--- src/rtl/fetch_queue.sv ---
// Instruction fetch queue: circular buffer of {pc, instr} pairs between fetch and decode.
// Wrap-bit pointers give full/empty/count directly; flush and reset clear only the pointers.
module fetch_queue #(
    parameter int DEPTH = 4
) (
    input  logic                     clk,
    input  logic                     rst,
    input  logic                     flush,
    input  logic                     enq_valid,
    output logic                     enq_ready,
    input  logic [63:0]              enq_pc,
    input  logic [31:0]              enq_instr,
    output logic                     deq_valid,
    input  logic                     deq_ready,
    output logic [63:0]              deq_pc,
    output logic [31:0]              deq_instr,
    output logic [$clog2(DEPTH):0]   count,
    output logic                     full,
    output logic                     empty
);

    localparam int AW = $clog2(DEPTH);

    logic [63:0] pc_mem    [DEPTH];
    logic [31:0] instr_mem [DEPTH];

    logic [AW:0]   wr_ptr;
    logic [AW:0]   rd_ptr;
    logic [AW-1:0] wr_idx;
    logic [AW-1:0] rd_idx;
    logic          enq_fire;
    logic          deq_fire;

    assign wr_idx = wr_ptr[AW-1:0];
    assign rd_idx = rd_ptr[AW-1:0];

    // Status is derived purely from the registered pointers, so it never
    // depends on same-cycle handshake inputs.
    assign empty     = (wr_ptr == rd_ptr);
    assign full      = (wr_idx == rd_idx) && (wr_ptr[AW] != rd_ptr[AW]);
    assign count     = wr_ptr - rd_ptr;
    assign enq_ready = ~full;
    assign deq_valid = ~empty;

    // Flush squashes both sides of the handshake in the same cycle.
    assign enq_fire = enq_valid & enq_ready & ~flush;
    assign deq_fire = deq_valid & deq_ready & ~flush;

    // Head entry is read straight from storage; forced to zero when nothing is held.
    always_comb begin
        deq_pc    = '0;
        deq_instr = '0;
        if (!empty) begin
            deq_pc    = pc_mem[rd_idx];
            deq_instr = instr_mem[rd_idx];
        end
    end

    // Storage write: data only, never reset or cleared.
    always_ff @(posedge clk) begin
        if (enq_fire) begin
            pc_mem[wr_idx]    <= enq_pc;
            instr_mem[wr_idx] <= enq_instr;
        end
    end

    // Pointer update: reset is asynchronous, flush wins over enqueue/dequeue.
    always_ff @(posedge clk or posedge rst) begin
        if (rst) begin
            wr_ptr <= '0;
            rd_ptr <= '0;
        end else if (flush) begin
            wr_ptr <= '0;
            rd_ptr <= '0;
        end else begin
            if (enq_fire) wr_ptr <= wr_ptr + 1'b1;
            if (deq_fire) rd_ptr <= rd_ptr + 1'b1;
        end
    end

endmodule

--- config.mk ---
export PLATFORM = sky130hd
export DESIGN_NAME = fetch_queue
export DESIGN_NICKNAME = d
export VERILOG_FILES = /design/src/rtl/fetch_queue.sv
export SDC_FILE = /design/constraint.sdc
export NUM_CORES = 1
export LEC_CHECK = 0
export CAP_MARGIN = 20
export CORE_UTILIZATION = 55
export CTS_CLUSTER_DIAMETER = 50
export DETAILED_ROUTE_END_ITERATION = 6
export PLACE_DENSITY = 0.8
export SETUP_SLACK_MARGIN = 0.3
export SYNTH_ARGS = -nofsm -noshare
export SYNTH_HDL_FRONTEND = slang
export SYNTH_SLANG_ARGS = --single-unit
export TNS_END_PERCENT = 5
--- constraint.sdc ---
create_clock -name clk -period 9.6 [get_ports clk]
set_input_delay 2.4 -clock clk [delete_from_list [all_inputs] [get_ports clk]]
set_output_delay 2.4 -clock clk [all_outputs]
set_load 0.01 [all_outputs]
==> results of run 1 <==
-- cell usage after synthesis, drive strengths merged --
master  instances
dfrtp           6
a311oi          1
buf            18
nand4b          2
nand4           2
nor3            2
nor4b           1
or4             3
nor2            3
and2           96
fa              1
a31oi           3
edfxtp        384
nor4bb          1
xnor2           2
o211ai          1
and3            1
inv             8
a211o           1
ha              7
nor2b           1
and4b           4
a21oi           3
or3             1
nand3           3
clkbuf         18
nor3b           2
nand2           4
mux4           96
-- power by group through the flow --
stage / clock network, mW / registers [mW] / logic, mW
2_1_floorplan: 0 / 2.11 / 1.28
3_3_place_gp: 0 / 2.20 / 2.27
3_5_place_dp: 0 / 2.21 / 2.31
4_1_cts: 1.60 / 2.17 / 2.32
5_1_grt: 1.65 / 2.15 / 2.51
6_report: 1.57 / 2.13 / 2.33
-- final timing paths --
path,depth (start not counted),endpoint
setup / recovery,6,deq_pc[49]
hold / removal,2,wr_ptr[2]
setup reg to reg,7,pc_mem[1][60]
hold reg to reg,2,wr_ptr[2]
max in group asynchronous,2,rd_ptr[1]
min in group asynchronous,2,wr_ptr[1]
-- cell usage in the layout, fill, tap and decap left out, types with 4 or more instances in the layout --
cell type          n
mux4_2            96
inv_1              8
ha_1               7
clkdlybuf4s50_1  203
dfrtp_1            4
buf_4              9
clkbuf_16         41
nand2_1            4
clkinv_2           6
and2_1            96
clkbuf_1           4
clkinv_1           7
bufinv_16          7
edfxtp_1         384
-- through the flow --
stage               instance area (um^2)  setup slack, ps  utilization [%]  hold WS [ps]  power [mW]
floorplan                          15100             2620                -           549        3.39
global placement                   17400             3620             64.8           565        4.47
detailed placement                 17400             3530             64.8           584        4.51
CTS                                18800             3030             69.8           591        6.09
global route                       18800             2810             69.9           625        6.31
finish                             18800             3110             69.9           588        6.03
-- final cells by class --
| type | instances | area share, % |
|---|---|---|
| Antenna cell | 1 | 0.0133 |
| Clock buffer | 45 | 5.54 |
| Clock inverter | 25 | 1.64 |
| Inverter | 8 | 0.160 |
| Multi-Input combinational cell | 241 | 16.9 |
| Sequential cell | 390 | 62.2 |
| Tap cell | 341 | 2.27 |
| Timing Repair Buffer | 213 | 11.3 |
-- cell families after synthesis --
kind of cell | after synthesis | share of synthesized area [%]
flops | 390 | 77.6
compound gates | 9 | 0.399
simple gates | 126 | 5.32
buf+inv | 44 | 1.54
fa+ha+maj | 8 | 0.714
mux | 96 | 14.4
xor+xnor | 2 | 0.116
-- worst min-delay path: cells and delay by family (launching register included) --
kind | cells | cell delay (ps)
flip-flops | 1 | 420
AND/OR/NAND/NOR | 1 | 70
AO/OA/AOI/OAI | 1 | 60
-- routing by layer --
| metal | vias up | global-route usage [%] | share of wire, % |
|---|---|---|---|
| met2 | 270 | 33.7 | 49 |
| met5 | - | 0 | 0 |
| li1 | 3198 | - | - |
| met3 | 33 | 6.00 | 8.3 |
| met4 | 0 | 4.95 | 1.4 |
| met1 | 3767 | 27.6 | 41 |
-- sequential cells by signal, summed over array words and instances, names as in the netlist --
name,count
rd_ptr,3
wr_ptr,3
pc_mem,256
instr_mem,128
==> results.yml, run 1 <==
sta:
  max_freq_mhz: 154
  finalHoldViolCount: 0
  fin_crit_ps: 6490
  slew_headroom_pct: 34.3
  skew_ps: 10.7
  grt_setup_unrepaired: "no"
  finalSetupTns_ps: 0
  min_period_over_period_pct: 67.6
  maxSlewViolCount: 0
  worstMarginPinSlew_ps: 986
  setup_viol: 0
cts:
  htreeDepth: 2
  clk_pin_slew_worst_paths_ps: 60
  cts.sinks: 390
  numCtsBuffers: 40
  clk_latency_ps: 520
  cts_setup_buffers: 0
  cts_tree: "built"
  cts_root_buffer: "clkbuf_16"
  ctsHoldBuffers: 0
  clockBufferDepth: 3
  ctsResizeCount: 0
power:
  pwr-share-comb_pct: 38.6
  vdd_ir_drop_max_uv: 264
  power_frac_clock_pct: 26.0
  p_seq_share_pct: 35.4
  p_switching_mw: 1.73
  p_per_area_nw_per_um2: 321
  p_sw_share_pct: 28.6
  leakage_nw: 6.00
  internal_power_mw: 4.31
route:
  drtIter0Drc: 595
  wire_per_inst_um: 22.4
  drt_wl_total_um: 28300
  vias_per_cell: 5.75
  vias: 7268
  ant_nets: 0
  drc: 0
  firstDrtPassIters: 4
finish:
  multi_input_area_um2: 3170
  drive_gt1_share_pct: 18.8
  areaGrowthSynthToFinish_pct: 24.8
  fillCellCount: 1633
  layout.nets: 1003
  final-seq-area_um2: 11700
  layout.cells.non_filler: 1264
placed_design:
  place_hpwl_um: 16000
  place_inst: 1192
  place_congestion: 0.741
  io_buffers: 203
critical_path:
  slowest_delay_ps: 910
  cpMaxStageDelayCell: "dfrtp_4"
  r2r_setup_slack_ps: 5540
  cp_max_fo: 52
  critPathCaptureType: "output pin"
  critPathTopFamily: "buffers and inverters"
  path_class: "reg -> out"
  cp_cell_sequence: "inv_1, ha_1, nand3_2, buf_4, and2_1, clkdlybuf4s50_1"
  path_buf_inv: 3
  cp-startpoint: "rd_ptr[1]"
  startpoint_type: "flop"
  crit_arrival_ps: 4090
  required_ps: 7200
  regToRegStartpoint: "rd_ptr[1]"
global_routing:
  antenna_found_initial: 1
  grt_first_pass_wirelength_um: 43400
  first_global_vias: 7623
  grt_max_degree: 54
  track_usage_pct: 20.6
  grt_overflow: 0
floorplanning:
  ios: 204
  fp-row-count: 60
  die_x_um: 167
  start_util_pct: 56.0
  coreArea_um2: 26900
  dieArea_um2: 28100
  die_h_um: 167
synthesis:
  synth_top_cell_by_area: "edfxtp_1"
  netlist_area_um2: 15100
  ys_warn_count: 0
  ys_seq_elements: 390
  avgSynthCellArea_um2: 22.3
  synth_cell_types: 33
  yosysSeqAreaShare_pct: 77.6
  synthTopCellsByArea: "edfxtp_1, mux4_2, and2_1"
  synthCells: 675
  synth_nets: 784
  synth_top_cell_area_share_pct: 76.6
worst_hold_path:
  min_path_type: "reg -> reg"
  hp-start: "wr_ptr[2]"
outcome:
  status: "finished clean"
run:
  cap_violations: 0
(Power assumes the default switching activity.)
==> run 2, diff against run 1 <==
--- a/config.mk
+++ b/config.mk
@@ -6,10 +6,10 @@
 export NUM_CORES = 1
 export LEC_CHECK = 0
 export CAP_MARGIN = 20
-export CORE_UTILIZATION = 55
+export CORE_UTILIZATION = 49
 export CTS_CLUSTER_DIAMETER = 50
 export DETAILED_ROUTE_END_ITERATION = 6
-export PLACE_DENSITY = 0.8
+export PLACE_DENSITY = 0.75
 export SETUP_SLACK_MARGIN = 0.3
 export SYNTH_ARGS = -nofsm -noshare
 export SYNTH_HDL_FRONTEND = slang
==> constraint.sdc (replaced) <==
create_clock -name clk -period 5.5 [get_ports clk]
set_input_delay 1.375 -clock clk [delete_from_list [all_inputs] [get_ports clk]]
set_output_delay 1.375 -clock clk [all_outputs]
set_load 0.01 [all_outputs]
==> run 2 against run 1 <==
Net effect:
- via count shrank 0.21%
- worst setup slack worse by 2400 ps
- sequential power up 70%
- design area increased by 1.1%
- clock-buffer cell count rose by 13
- first-iteration DRC count down 8.9%
- die area increased by 12%
- final cell count is 4.9% higher
- largest cell class unchanged
==> results.yml, run 2 (synthesis gave the netlist of run 1 again) <==
critical_path:
  startpoint_type: "flop"
  cp_max_fo: 52
  cp_common_cell: "buf_4"
  cp_cell_sequence: "buf_4, buf_4, mux4_2, and2_1, clkdlybuf4s50_1"
  crit_arrival_ps: 3370
  slowest_delay_ps: 740
  r2r_setup_slack_ps: 2410
  critPathCaptureType: "output pin"
  path_class: "reg -> out"
  required_ps: 4120
  cpMaxStageDelayCell: "buf_4"
cts:
  ctsResizeCount: 0
  htreeDepth: 2
  clk_pin_slew_worst_paths_ps: 60
  cts_root_buffer: "clkbuf_16"
  cts_tree: "built"
  cts.sinks: 390
  cts_setup_buffers: 0
  ctsHoldBuffers: 0
  clockBufferDepth: 3
  clk_latency_ps: 520
  numCtsBuffers: 43
route:
  vias_per_cell: 5.47
  wire_per_inst_um: 21.6
  ant_nets: 0
  drtIter0Drc: 542
  drc: 0
  drt_wl_total_um: 28700
  vias: 7253
  firstDrtPassIters: 5
sta:
  setup_viol: 0
  slew_headroom_pct: 42.5
  finalHoldViolCount: 0
  min_period_over_period_pct: 86.3
  finalSetupTns_ps: 0
  max_freq_mhz: 211
  fin_crit_ps: 4750
  skew_ps: 13.5
  worstMarginPinSlew_ps: 862
  maxSlewViolCount: 0
  grt_setup_unrepaired: "no"
finish:
  reg_top3: "pc_mem x256, instr_mem x128"
  layout.cells.non_filler: 1326
  multi_input_area_um2: 3180
  drive_gt1_share_pct: 19.2
  largest_reg_flops: 256
  fillCellCount: 2047
  areaGrowthSynthToFinish_pct: 26.2
  final_common_cell: "edfxtp_1"
  top_register: "pc_mem"
  most-common-layout-cells: "edfxtp_1, clkdlybuf4s50_1, mux4_2, and2_1, clkbuf_16"
  layout.nets: 1009
  final-seq-area_um2: 11700
placed_design:
  place_inst: 1245
  place_congestion: 0.731
  io_buffers: 203
  place_hpwl_um: 16200
outcome:
  status: "finished clean"
worst_hold_path:
  min_path_type: "reg -> reg"
global_routing:
  grt_max_degree: 101
  track_usage_pct: 18.4
  grt_overflow: 0
  grt_first_pass_wirelength_um: 43300
  antenna_found_initial: 3
  first_global_vias: 7645
run:
  cap_violations: 0
floorplanning:
  ios: 204
  start_util_pct: 50.3
  fp-row-count: 63
  die_x_um: 177
  coreArea_um2: 30000
  dieArea_um2: 31400
  die_h_um: 177
power:
  leakage_nw: 6.06
  p_per_area_nw_per_um2: 560
  vdd_ir_drop_max_uv: 423
## run 2: final cells by class
cell class | count | area share, %
clock inverter | 20 | 1.26
antenna | 3 | 0.0395
timing repair buffer | 216 | 11.4
sequential | 390 | 61.5
multi-input combinational | 241 | 16.7
clock buffer | 58 | 6.34
tap | 390 | 2.57
inverter | 8 | 0.158
## run 2: worst max-delay path, delay by kind of cell, from the launching register on
family,cells,cell delay (ps)
and+or+nand+nor,1,190
buffers and inverters,3,1790
DFF,1,400
muxes,1,450
## run 2: final timing paths
check	cells past startpoint	endpoint	start
setup / recovery	5	deq_pc[24]	rd_ptr[1]
hold / removal	2	wr_ptr[2]	wr_ptr[2]
setup reg to reg	7	pc_mem[2][62]	wr_ptr[0]
min in group asynchronous	2	wr_ptr[0]	rst
max in group asynchronous	2	rd_ptr[0]	rst
hold reg to reg	2	wr_ptr[2]	wr_ptr[2]
## run 2: power breakdown
part           switching (mW)  internal [mW]
sequential             0.0605           3.55
clock                    1.08           1.77
combinational            1.90           2.28
## run 2: metal layers
layer,share of wire (%),vias up,GRT usage (%)
met5,0,-,0
met4,1.7,0,4.70
met3,7.7,43,4.63
met2,49,261,30.4
met1,42,3722,24.7
li1,-,3227,-
## run 2: through the flow
| stage | utilization [%] | cell area, um^2 | setup WS (ps) | hold slack, ps | power (mW) |
|---|---|---|---|---|---|
| floorplan | - | 15100 | 930 | 549 | 5.91 |
| global placement | 58.6 | 17600 | 1200 | 574 | 7.90 |
| detailed placement | 58.6 | 17600 | 1230 | 580 | 7.94 |
| CTS | 63.4 | 19000 | 649 | 586 | 10.8 |
| global route | 63.4 | 19000 | 564 | 602 | 11.2 |
| finish | 63.5 | 19000 | 753 | 587 | 10.6 |
==> run 3, diff against run 2 <==
--- a/config.mk
+++ b/config.mk
@@ -8,6 +8,7 @@
 export CAP_MARGIN = 20
 export CORE_UTILIZATION = 49
 export CTS_CLUSTER_DIAMETER = 50
+export CTS_CLUSTER_SIZE = 30
 export DETAILED_ROUTE_END_ITERATION = 6
 export PLACE_DENSITY = 0.75
 export SETUP_SLACK_MARGIN = 0.3
==> run 3 against run 2 <==
Net effect:
- clock power decreased by 13%
- clock-buffer cell count decreased by 16
- critical path depth unchanged
- first-iteration DRC count increased by 0.18%
- die area unchanged
- design area decreased by 1.3%
- global-route usage about the same
- power decreased by 3.4%
- fmax increased by 0.13%
==> results.yml, run 3 (synthesis gave the netlist of run 1 again) <==
outcome:
  status: "finished clean"
sta:
  worstMarginPinSlew_ps: 866
  fin_crit_ps: 4740
  hold_slack_ps: 587
  finalSetupTns_ps: 0
  slew_headroom_pct: 42.3
  grt_setup_unrepaired: "no"
  skew_ps: 17.5
  min_period_over_period_pct: 86.2
  setup_viol: 0
  maxSlewViolCount: 0
  finalHoldViolCount: 0
  max_freq_mhz: 211
floorplanning:
  dieArea_um2: 31400
  ios: 204
  start_util_pct: 50.3
  coreArea_um2: 30000
  die_h_um: 177
  fp-row-count: 63
  die_x_um: 177
cts:
  cts_setup_buffers: 0
  htreeDepth: 2
  cts_root_buffer: "clkbuf_16"
  ctsHoldBuffers: 0
  cts_tree: "built"
  ctsResizeCount: 0
  cts.sinks: 390
  numCtsBuffers: 36
  clockBufferDepth: 3
  clk_latency_ps: 510
  clk_pin_slew_worst_paths_ps: 70
placed_design:
  io_buffers: 203
  place_congestion: 0.731
  place_hpwl_um: 16200
  placed_area_um2: 17600
finish:
  design_area_um2: 18800
  layout.nets: 1002
  top_register: "pc_mem"
  largest_reg_flops: 256
  drive_gt1_share_pct: 19.0
  most-common-layout-cells: "edfxtp_1, clkdlybuf4s50_1, mux4_2, and2_1, clkbuf_16"
  reg_top3: "pc_mem x256, instr_mem x128"
  fillCellCount: 2062
  areaGrowthSynthToFinish_pct: 24.5
  final_common_cell: "edfxtp_1"
power:
  p_per_area_nw_per_um2: 548
  vdd_ir_drop_max_uv: 428
  leakage_nw: 5.95
global_routing:
  grt_max_degree: 101
  grt_first_pass_wirelength_um: 43200
  track_usage_pct: 18.4
  antenna_found_initial: 3
  grt_overflow: 0
  first_global_vias: 7599
critical_path:
  startpoint_type: "flop"
  required_ps: 4120
  path_class: "reg -> out"
  rr_endpoint: "pc_mem[2][39]"
  r2r_cells: 7
  cp_max_fo: 52
  r2r_setup_slack_ps: 2420
  regToRegStartpoint: "wr_ptr[0]"
  cp-startpoint: "rd_ptr[1]"
  critPathCaptureType: "output pin"
  critPathCapture: "deq_pc[33]"
  crit_arrival_ps: 3370
route:
  firstDrtPassIters: 4
  drc: 0
  vias: 7184
  vias_per_cell: 5.48
  drtIter0Drc: 543
  drt_wl_total_um: 28500
  ant_nets: 0
  wire_per_inst_um: 21.7
worst_hold_path:
  min_path_type: "reg -> reg"
  whs_path_depth: 2
run:
  cap_violations: 0
==> run 3: layer usage <==
metal / track usage [%] / vias to the layer above / part of all wire, %
met4: 4.59 / 0 / 1.4
met5: 0 / - / 0
met3: 4.99 / 34 / 7.5
li1: - / 3208 / -
met1: 24.2 / 3701 / 42
met2: 30.6 / 241 / 49
==> run 3: through the flow <==
| stage | worst slack (ps) | cells | util (%) | power (mW) |
|---|---|---|---|---|
| 3_3_place_gp | 1200 | 1245 | 58.6 | 7.90 |
| 5_1_grt | 581 | 1310 | 62.6 | 10.8 |
| 4_1_cts | 657 | 1309 | 62.6 | 10.4 |
| 6_report | 759 | 1312 | 62.6 | 10.3 |
| 2_1_floorplan | 930 | 675 | - | 5.91 |
| 3_5_place_dp | 1230 | 1245 | 58.6 | 7.94 |
==> run 3: area by class of cell <==
cell class	count	area [um^2]	share of cell area (%)
clock buffer	42	945	5.04
inverter	8	30.0	0.160
sequential	390	11700	62.3
antenna	3	7.51	0.0400
tap	390	488	2.60
clock inverter	22	254	1.35
multi-input combinational	241	3180	16.9
timing repair buffer	216	2170	11.6
==> run 3: power by group <==
| group | leakage (nW) | switching (mW) | internal [mW] |
|---|---|---|---|
| clock | 0.591 | 1.11 | 1.38 |
| combinational | 1.80 | 1.91 | 2.28 |
| sequential | 3.56 | 0.0595 | 3.55 |
==> run 3: worst max-delay path, cell delays in order, from the launching register on <==
cell and delay, ps:
dfrtp_4 400, buf_4 560, buf_4 750, mux4_2 450
and2_1 190, clkdlybuf4s50_1 480
==> run 3: worst min path at each step <==
| stage | from | end |
|---|---|---|
| 3_3_place_gp | wr_ptr[2] | wr_ptr[2] |
| 2_1_floorplan | wr_ptr[2] | wr_ptr[2] |
| 3_5_place_dp | wr_ptr[2] | wr_ptr[2] |
| 4_1_cts | wr_ptr[2] | wr_ptr[2] |
| 5_1_grt | wr_ptr[2] | wr_ptr[2] |
| 6_report | wr_ptr[2] | wr_ptr[2] |
